## src/rtl/traffic_pkg.sv

```systemverilog
// Shared constants and types for the traffic-light controller input front-end.
package traffic_pkg;

  localparam int NUM_CAR             = 4;
  localparam int SYNC_STAGES_DEF     = 2;
  localparam int DEBOUNCE_CYCLES_DEF = 8;
  localparam int STUCK_CYCLES_DEF    = 4096;

  typedef logic [NUM_CAR-1:0] car_vec_t;

  // Counter width able to hold 0..n-1, never narrower than one bit.
  function automatic int cnt_width(input int n);
    return (n > 1) ? $clog2(n) : 1;
  endfunction

endpackage

```

## src/rtl/debounce_channel.sv

```systemverilog
// One sensor line: synchroniser chain, debounce counter, stable level and
// a registered one-cycle pulse on each debounced rising edge.
module debounce_channel
  import traffic_pkg::*;
#(
  parameter int SYNC_STAGES     = SYNC_STAGES_DEF,
  parameter int DEBOUNCE_CYCLES = DEBOUNCE_CYCLES_DEF
) (
  input  logic clock,
  input  logic reset,
  input  logic raw,
  output logic level,
  output logic rise
);

  localparam int            CW       = cnt_width(DEBOUNCE_CYCLES);
  localparam logic [CW-1:0] CNT_LAST = CW'(DEBOUNCE_CYCLES - 1);

  logic [SYNC_STAGES-1:0] sync_reg;
  logic                   sync_s;
  logic [CW-1:0]          cnt_reg;
  logic                   level_reg;
  logic                   rise_reg;

  // Pure flop chain: nothing may sit between the synchroniser stages.
  always_ff @(posedge clock or posedge reset) begin
    if (reset) begin
      sync_reg <= '0;
    end else begin
      sync_reg <= {sync_reg[SYNC_STAGES-2:0], raw};
    end
  end

  assign sync_s = sync_reg[SYNC_STAGES-1];

  always_ff @(posedge clock or posedge reset) begin
    if (reset) begin
      cnt_reg   <= '0;
      level_reg <= 1'b0;
      rise_reg  <= 1'b0;
    end else begin
      rise_reg <= 1'b0;
      if (sync_s == level_reg) begin
        cnt_reg <= '0;
      end else if (cnt_reg == CNT_LAST) begin
        level_reg <= sync_s;
        cnt_reg   <= '0;
        rise_reg  <= sync_s;
      end else begin
        cnt_reg <= cnt_reg + CW'(1);
      end
    end
  end

  assign level = level_reg;
  assign rise  = rise_reg;

endmodule

```

## src/rtl/sensor_conditioner.sv

```systemverilog
// Conditions the car-loop sensors and pedestrian button for the controller,
// and flags any car channel whose debounced level stays high too long.
module sensor_conditioner
  import traffic_pkg::*;
#(
  parameter int SYNC_STAGES     = SYNC_STAGES_DEF,
  parameter int DEBOUNCE_CYCLES = DEBOUNCE_CYCLES_DEF,
  parameter int STUCK_CYCLES    = STUCK_CYCLES_DEF
) (
  input  logic     clock,
  input  logic     reset,
  input  car_vec_t car_raw,
  input  logic     button_raw,
  input  logic     fault_clr,
  output car_vec_t car_present,
  output car_vec_t car_arrive,
  output logic     button_pulse,
  output logic     button_level,
  output car_vec_t stuck_fault
);

  localparam int            SW      = cnt_width(STUCK_CYCLES);
  localparam logic [SW-1:0] SC_LAST = SW'(STUCK_CYCLES - 1);

  car_vec_t      car_level;
  car_vec_t      car_rise;
  car_vec_t      stuck_reg;
  logic [SW-1:0] sc_reg [NUM_CAR];

  generate
    for (genvar gi = 0; gi < NUM_CAR; gi++) begin : g_car
      debounce_channel #(
        .SYNC_STAGES     (SYNC_STAGES),
        .DEBOUNCE_CYCLES (DEBOUNCE_CYCLES)
      ) u_chan (
        .clock (clock),
        .reset (reset),
        .raw   (car_raw[gi]),
        .level (car_level[gi]),
        .rise  (car_rise[gi])
      );

      // Saturating high-time counter; a clear request beats a new fault.
      always_ff @(posedge clock or posedge reset) begin
        if (reset) begin
          sc_reg[gi]    <= '0;
          stuck_reg[gi] <= 1'b0;
        end else if (fault_clr) begin
          sc_reg[gi]    <= '0;
          stuck_reg[gi] <= 1'b0;
        end else begin
          if (!car_level[gi]) begin
            sc_reg[gi] <= '0;
          end else if (sc_reg[gi] != SC_LAST) begin
            sc_reg[gi] <= sc_reg[gi] + SW'(1);
          end
          if (car_level[gi] && (sc_reg[gi] == SC_LAST)) begin
            stuck_reg[gi] <= 1'b1;
          end
        end
      end

      // A faulted approach is always reported present, never newly arriving.
      assign car_present[gi] = car_level[gi] | stuck_reg[gi];
      assign car_arrive[gi]  = car_rise[gi] & ~stuck_reg[gi];
    end
  endgenerate

  debounce_channel #(
    .SYNC_STAGES     (SYNC_STAGES),
    .DEBOUNCE_CYCLES (DEBOUNCE_CYCLES)
  ) u_button (
    .clock (clock),
    .reset (reset),
    .raw   (button_raw),
    .level (button_level),
    .rise  (button_pulse)
  );

  assign stuck_fault = stuck_reg;

endmodule

```

## config.mk

```make
export PLATFORM = sky130hd
export DESIGN_NAME = sensor_conditioner
export DESIGN_NICKNAME = d
export VERILOG_FILES = /design/src/rtl/traffic_pkg.sv /design/src/rtl/debounce_channel.sv /design/src/rtl/sensor_conditioner.sv
export SDC_FILE = /design/constraint.sdc
export NUM_CORES = 1
export LEC_CHECK = 0
export BUFFER_PORTS_ARGS = -buffer_cell sky130_fd_sc_hd__buf_2
export CORE_ASPECT_RATIO = 1.4
export CORE_MARGIN = 2
export CORE_UTILIZATION = 60
export CTS_CLUSTER_SIZE = 25
export DETAILED_ROUTE_END_ITERATION = 16
export MAX_ROUTING_LAYER = met4
export PLACE_DENSITY_LB_ADDON = 0.25
export SKIP_LAST_GASP = 1
export SLEW_MARGIN = 20
export SYNTH_ARGS = -nofsm -noshare
export SYNTH_HDL_FRONTEND = slang
export SYNTH_SLANG_ARGS = --single-unit
```

## constraint.sdc

```tcl
create_clock -name clock -period 3.13 [get_ports clock]
set_clock_uncertainty 0.1 [all_clocks]
set_input_delay 0.1565 -clock clock [delete_from_list [all_inputs] [get_ports clock]]
set_output_delay 0.1565 -clock clock [all_outputs]
set_load 0.005 [all_outputs]
```

Word level (Yosys, flattened, before mapping)
Cells that the tools add are included.
{ "totals": {"ff_bits": 87, "input_bits": 8, "out_inout_bits": 14, "wordCells": 129} }
{ "classes": {"n_addsub": 9, "n_eq_ne": 22, "mux": 40, "bitwise": 17, "reduce_logical": 13} }
{ "op_table": {"columns": ["cell", "n"], "rows": [
  ["12-bit 2-to-1 mux", 12],
  ["12-bit by 1-bit adder with 12-bit output, second input constant", 4],
  ["12-bit == test, second input constant", 4],
  ["12-bit inequality test, second input constant", 4],
  ["3-bit 2-to-1 mux", 10],
  ["1-bit 2-to-1 mux", 18],
  ["3-bit by 1-bit adder with 3-bit output, second input constant", 5],
  ["3-bit == test, second input constant", 5],
  ["3-bit inequality test, second input constant", 4],
  ["2-bit AND reduction", 5],
  ["1-bit inverter", 9],
  ["2-bit nonzero test", 4],
  ["1-bit == test", 5],
  ["1-bit AND", 4],
  ["1-bit logical AND", 4],
  ["1-bit bitwise OR", 4]
]} }

Logic depth before layout (Yosys ltp)
Gate-level depths: netlist (run 1).
{ "depth": {"ltp_word": 4, "depth_mapped": 6, "depth_no_buf": 5} }

Hierarchy
From an unflattened synthesis (run 1), not the netlist that was laid out.
{ "hier_totals": {"hier_cells": 357, "hier_area_um2": 3900.0} }
{ "modules_own_cells": {"columns": ["mod", "n_inst", "cells_each", "area_each_um2", "seq_area_each_um2"], "rows": [
  ["sensor_conditioner", 1, 267, 2617.5, 1301.2],
  ["debounce_channel", 5, 18, 256.5, 175.2]
]} }

Worst setup path after synthesis (run 1)
OpenSTA, ideal clock, no wires.
{ "synth_path": {"path_kind": "register to register", "from": "reg sc_reg[12] (netlist bit)", "to": "reg sc_reg[13] (netlist bit)", "setup_time_ns": 0.132, "arrival_time_ns": 1.529, "required_time_ns": 2.898, "slack_ns": 1.369, "path_stages_with_launch": 6, "n_path_buf": 0, "period_less_slack_ns": 1.761, "path_cell_list": "dfrtp_1 ha_1 nand4_2 nor4_4 mux2i_1 nor2_1"} }
{ "synth_between": {"elab_chain_cells": 4, "word_cells_on_any_way": 6, "cone_classes": "add/sub: 1; eq/ne: 2; mux: 3"} }
{ "synth_rtl": {"columns": ["element", "line", "rtl"], "rows": [
  ["start, declared", "sensor_conditioner.sv:28", "logic [SW-1:0] sc_reg [NUM_CAR];"],
  ["start signal, assigned by index", "sensor_conditioner.sv:55", "sc_reg[gi] <= sc_reg[gi] + SW'(1);"],
  ["12-bit by 1-bit adder with 12-bit output", "sensor_conditioner.sv:55", null],
  ["12-bit 2-to-1 mux", "sensor_conditioner.sv:54", "end else if (sc_reg[gi] != SC_LAST) begin"],
  ["12-bit 2-to-1 mux", "sensor_conditioner.sv:52", "if (!car_level[gi]) begin"],
  ["12-bit 2-to-1 mux", "sensor_conditioner.sv:48", "end else if (fault_clr) begin"]
]} }
Parallel ways exist; a longest one is shown, timed or not. The select of a mux whose other input is x is not followed.
A chain may end at the register's enable or synchronous reset.

Final worst setup path (run 1)
Ends and elaborated chain as after synthesis.

==> parameters.txt, run 1 <==
Parameter                              Value

Routing
  Iteration-0 DRC Markers ... between 150 and 200
  Via count of the routed design ... between 2000 and 3000
  Met3 layer wire length in the routed design ... about 170 um
  Number of detailed-routing iterations run before antenna repair ... 4
  WL met2 ... around 3.3 mm
  Antenna viol nets, final ... 0
  Detailed-route wire length ... 6.42 mm
  Average wire per cell in the routed design ... 13.6 um
  Routed length on met1 ... roughly 2.9 mm
  DR vias/cell ... about 5.8
  Top sig layer ... met4
  Residual DRC count ... 0

Worst hold path
  Min-delay src ... g_car[2].u_chan.sync_reg[0]
  Hold WC Path Type ... reg -> reg

Global routing
  Total grt overflow ... 0
  Pin count of the biggest net entering global routing ... 53
  Gr usage total ... 0.205
  Antenna violations before repair ... 0
  Global-route wire length before repair ... between 10 and 15 mm
  Vias in the first global route ... roughly 2600

Worst setup path
  Arrival time at the worst endpoint ... about 2.1 ns
  FF-to-FF End ... sc_reg[13]
  Startpoint-to-endpoint class of the critical path ... reg -> reg
  Required time of the critical path ... ~3.3 ns
  Capturing instance or port of the critical path ... sc_reg[13]
  Reg-to-reg setup timing slack ... approximately 1.2 ns
  Crit path capture type ... flop
  R2r worst-path depth ... 5
  Startpoint of the worst register-to-register path ... sc_reg[12]
  Critical Path Fanout Max ... 8
  Launching element type of the critical path ... flop
  Source of the critical timing path ... sc_reg[12]

Floorplanning
  Die Ht ... roughly 100 um
  Chip width ... between 70 and 80 um
  Starting density of the core ... 0.625
  Area of the core region ... between 0.006 and 0.007 mm^2
  Core Rows ... 34
  Ports placed on the boundary ... 22
  Area of the die ... slightly above 0.007 mm^2

STA
  Minimum setup slack in the final design ... approximately 1.2 ns
  Worst slew slack as a fraction of its limit ... 0.443
  Setup-violating endpoint count in the final report ... 0
  Fin crit period ... 1.95 ns
  Worst slew pin tran ... roughly 0.83 ns
  Setup TNS after final layout ... 0 ns
  Number of hold-slack violations in the final timing report ... 0
  Final Max Slew Viols ... 0
  Fmax ... 0.513 GHz
  Ratio of final minimum period to clock period ... 0.622
  RSZ-0062 raised after global routing ... false
  Final hold slack ... 0.256 ns

Synthesis
  Total of warnings raised by yosys ... 0
  Post-synth top area cell ... dfrtp_1
  Synth top area cells ... dfrtp_1 (56%), xnor2_1 (4.9%), ha_1 (4.5%)
  Number of enable flip-flop cells after synthesis ... 0
  Top cells by instance count after synthesis ... dfrtp_1 (87), nor2_1 (38), a21oi_1 (30), nand2_1 (22), xnor2_1 (22)
  Net count after synthesis ... ~380
  Syn Std Cell Area ... approximately 0.0039 mm^2
  Count of state elements after synthesis ... 87
  Synthesized area per cell ... between 10 and 15 um^2
  Most frequently used flop master after synthesis ... dfrtp_1
  Synth Instances ... ~360
  Most frequently used cell type in the post-synthesis netlist ... dfrtp_1
  Part of the Yosys area used for sequential elements ... 0.557
  Proportion of netlist area held by the largest area contributor ... 0.557
  Distinct cells, synth ... 41
  Async set-reset flop share out of synthesis ... 1.00

Run
  Max-cap check violation count ... 0

Clock network
  Clock latency on the worst-skew pair ... 0.35 ns
  CTS Root Buffer Type ... clkbuf_8
  Number of buffers on the longest clock path ... 2
  Level count of the clock H-tree ... 3
  CTS tree ... built
  Clock buffers created by TritonCTS ... 9
  Clock-pin slew on the worst setup and hold paths ... about 0.090 ns
  Total number of clock tree sinks ... just under 90

Cells and area
  N_diodes ... 0
  Area Overhead vs Synth ... 10.8%
  Layout cells sized above 1 ... 0.135
  Layout Nets ... between 400 and 500
  Number of flip-flops in the largest register ... 48
  Final cell count without fillers ... approximately 470

Place
  Hpwl dp ... between 4 and 5 mm
  Post-placement setup slack ... approximately 1.2 ns
  Placed cells ... between 400 and 500
  Final estimated routing congestion in global placement ... ~0.85
  IO Port Bufs ... 21

Pwr
  Peak supply drop ... slightly above 0.0004 V
  Total leakage power ... between 0.0015 and 0.002 uW
  Ratio of total power to cell area ... about 550 mW/mm^2

Run status
  Run status ... complete, no violations
==> worst min path at each step <==
| stage | endpoint | slack, ns | depth (start not counted) |
|---|---|---|---|
| after global routing | g_car[2].u_chan.sync_reg[1] | 0.27 | 0 |
| after global placement | g_car[3].u_chan.sync_reg[0] | 0.16 | 1 |
| after CTS | g_car[2].u_chan.sync_reg[1] | 0.26 | 0 |
| final | g_car[2].u_chan.sync_reg[1] | 0.26 | 0 |
| after detailed placement | g_car[3].u_chan.sync_reg[0] | 0.17 | 1 |
| after floorplan | g_car[0].u_chan.sync_reg[0] | 0.09 | 0 |
==> final cells by class <==
class | instances | area [um^2]
tap | 72 | 90.1
clock buffer | 9 | 124
fill | 480 | 1920
multi-input combinational | 255 | 1650
sequential | 87 | 2180
timing repair buffer | 30 | 190
clock inverter | 7 | 56.3
inverter | 12 | 46.3
==> layer usage <==
layer,vias to the layer above,GRT usage
met1,1336,0.252
met5,-,-
met2,41,0.327
met3,8,0.0578
li1,1336,-
met4,0,0.0682
==> per-stage QoR <==
step / total power, uW / instance area, um^2 / utilization
after global routing: 2530 / 4330 / 0.692
after detailed placement: 1690 / 4080 / 0.652
after global placement: 1670 / 4080 / 0.652
after CTS: 2410 / 4330 / 0.692
final: 2370 / 4330 / 0.692
after floorplan: 1580 / 3910 / -
==> kinds of logic after synthesis <==
family          after synthesis  share of synthesized area
xor+xnor                     30                     0.0672
compound gates               55                     0.0806
flops                        87                      0.557
fa+ha+maj                    14                     0.0448
buf+inv                      19                     0.0221
simple gates                147                      0.205
mux                           9                     0.0234
==> worst max-delay path: stages, from the launching register on <==
cell     delay (ns)
dfrtp_1        0.40
ha_1           0.23
nand4_2        0.25
nor4_4         0.54
mux2i_1        0.23
nor2_1         0.05
==> power by group <==
part           switching, uW  total [uW]  internal, uW
combinational            175         335           161
sequential              88.5        1330          1240
clock                    411         705           294
total                    674        2370          1700
==> what timing repair did <==
action                    in CTS  in global routing
hold endpoints to repair      58                  0
setup buffers                  0                  0
hold buffers                   7                  0
resized for setup              0                  0
==> layout by cell type, fill, tap and decap left out, types with 3 or more instances in the layout <==
cell | synthesis | layout
clkbuf_8 | 0 | 9
dlygate4sd3_1 | 0 | 7
o21ai_0 | 11 | 11
a31oi_1 | 3 | 3
nor2b_1 | 8 | 8
inv_1 | 12 | 11
and3_1 | 4 | 4
ha_1 | 14 | 14
nor3_1 | 16 | 16
nand4_1 | 7 | 7
or2_2 | 3 | 3
clkinvlp_4 | 0 | 4
nor2_1 | 38 | 38
a21oi_1 | 30 | 30
nand2b_1 | 4 | 4
xnor2_1 | 22 | 22
buf_2 | 0 | 21
nand2_1 | 22 | 22
a211oi_1 | 4 | 4
nor3b_1 | 5 | 5
xor2_1 | 8 | 8
or4_1 | 3 | 3
and2_1 | 4 | 4
nor4_1 | 5 | 5
nand3_1 | 15 | 15
mux2i_1 | 8 | 8
dfrtp_1 | 87 | 87
Power figures use the tool's default switching activity.
==> run 2, diff against run 1 <==
clock period = 1.8 ns   (was 3.13 ns; I/O delays follow)
==> parameters.txt, run 2 (synthesis gave the netlist of run 1 again) <==
Parameter                              Value

Worst setup path
  Arrival time at the worst endpoint ... roughly 1.9 ns
  Launching element type of the critical path ... flop
  Source of the critical timing path ... sc_reg[43]
  Critical Path Fanout Max ... 5
  Buffering stage count on the worst path with inverters included ... 0
  Cell family contributing the most delay on the critical path ... simple AND/OR/NAND/NOR gates
  Max stage delay on crit path ... roughly 0.76 ns
  Startpoint of the worst register-to-register path ... sc_reg[43]
  Startpoint-to-endpoint class of the critical path ... reg -> reg
  Crit path capture type ... flop
  Cell with the biggest individual delay on the critical path ... or4_2
  CP Cell Sequence ... nand4_2 -> or4_2 -> a21oi_1
  Required time of the critical path ... 1.98 ns
  Reg-to-reg setup timing slack ... between 0.07 and 0.08 ns

Floorplanning
  Area of the core region ... ~0.0063 mm^2
  Core Rows ... 34
  Die Ht ... ~100 um
  Chip width ... 72.2 um
  Ports placed on the boundary ... 22
  Area of the die ... 0.00719 mm^2
  Starting density of the core ... 0.625

Cells and area
  Most common cell after layout, fill and taps aside ... dfrtp_1
  Final cell count without fillers ... between 400 and 500
  Most frequent cells in the layout ... dfrtp_1 (86), nor2_1 (37), a21oi_1 (28)
  Area Overhead vs Synth ... 18.9%
  Number of flip-flops in the largest register ... 48
  N_diodes ... 0
  Layout cells sized above 1 ... 0.204
  Filler cells ... 431
  Layout Nets ... around 440
  Utilization of the core after routing ... 0.743

Routing
  Via count of the routed design ... between 2000 and 3000
  Residual DRC count ... 0
  Number of detailed-routing iterations run before antenna repair ... 4
  DR vias/cell ... 5.80
  Iteration-0 DRC Markers ... about 130
  Average wire per cell in the routed design ... ~15 um
  Detailed-route wire length ... approximately 7.3 mm
  Antenna viol nets, final ... 0

Place
  IO Port Bufs ... 21
  Placed cells ... ~470
  Hpwl dp ... about 5.1 mm
  Final estimated routing congestion in global placement ... 0.900

Worst hold path
  Hold WC Path Type ... in -> async

Pwr
  Peak supply drop ... between 0.0006 and 0.0007 V
  Total leakage power ... ~0.0021 uW
  Ratio of total power to cell area ... between 1000 and 1500 mW/mm^2
  Post-route total power ... 4730 uW

Run
  Max-cap check violation count ... 0

STA
  Fin crit period ... around 1.7 ns
  Final hold slack ... ~0.24 ns
  Worst slew slack as a fraction of its limit ... 0.608
  Setup TNS after final layout ... 0 ns
  Fmax ... 0.578 GHz
  Final Max Slew Viols ... 0
  RSZ-0062 raised after global routing ... true
  Ratio of final minimum period to clock period ... 0.961
  Setup-violating endpoint count in the final report ... 0
  Worst slew pin tran ... approximately 0.6 ns
  Number of hold-slack violations in the final timing report ... 0

Run status
  Run status ... complete, no violations

Clock network
  Clock-pin slew on the worst setup and hold paths ... roughly 0.090 ns
  Clock buffers created by TritonCTS ... 9
  Number of buffers on the longest clock path ... 2
  CTS tree ... built
  Total number of clock tree sinks ... 87
  Clock latency on the worst-skew pair ... about 0.36 ns
  CTS Root Buffer Type ... clkbuf_8
  Level count of the clock H-tree ... 3

Global routing
  Antenna violations before repair ... 0
  Gr usage total ... 0.234
  Vias in the first global route ... 2995
  Total grt overflow ... 0
  Pin count of the biggest net entering global routing ... 28
  Global-route wire length before repair ... 12.8 mm
run 2: cell types whose count changed in the layout (fill, tap and decap cells not counted), moves of 2 or more:
cell	delta
a21oi_2	+2
bufinv_16	+4
ha_2	+3
clkinvlp_4	-2
a21oi_1	-2
buf_4	+19
ha_1	-3
inv_6	-2
run 2: path summary, 6_finish.rpt:
| path | end | depth (start not counted) |
|---|---|---|
| worst max-delay path | sc_reg[42] | 3 |
| worst min-delay path | g_car[3].u_chan.level | 3 |
| worst max register to register | sc_reg[42] | 3 |
| worst min register to register | u_button.sync_reg[1] | 0 |
| max in group asynchronous | sc_reg[26] | 4 |
| min in group clock | u_button.sync_reg[1] | 0 |
run 2: report_power, final:
part / internal, uW / switching [uW] / total (uW)
registers: 2160 / 154 / 2310
clock network: 1070 / 691 / 1760
logic: 322 / 342 / 663
run 2: final cells by class:
type / count / area (um^2) / share of cell area
multi-input combinational: 256 / 1710 / 0.368
timing repair buffer: 50 / 353 / 0.0759
tap: 72 / 90.1 / 0.0194
sequential: 87 / 2180 / 0.469
clock inverter: 7 / 145 / 0.0312
inverter: 12 / 48.8 / 0.0105
clock buffer: 9 / 124 / 0.0266
run 2: layer usage:
layer	vias up	share of wire	GRT usage
li1	1382	-	-
met1	1427	0.41	0.257
met2	39	0.54	0.403
met3	13	0.023	0.0486
met4	0	0.021	0.106
met5	-	0	-
run 2: timing repair:
| item | CTS | global route |
|---|---|---|
| endpoints found under the setup margin | 4 | 20 |
| resized for setup | 3 | 10 |
| cloned | 0 | 1 |
| pin swaps | 0 | 1 |
| setup buffers | 1 | 2 |
| hold buffers | 7 | 0 |
| hold endpoints to repair | 32 | 0 |
run 2: tightest hold or removal path: cells and delay by family:
| family | cells | cell delay (ns) |
|---|---|---|
| buffers and inverters | 3 | 1.06 |
run 2: per-stage QoR:
step | cell area [um^2] | setup slack, ns
finish | 4650 | 0.0709
global route | 4650 | -0.00652
CTS | 4590 | 0.0479
detailed placement | 4220 | 0.0208
global placement | 4220 | 0.0941
floorplan | 3910 | 0.0389
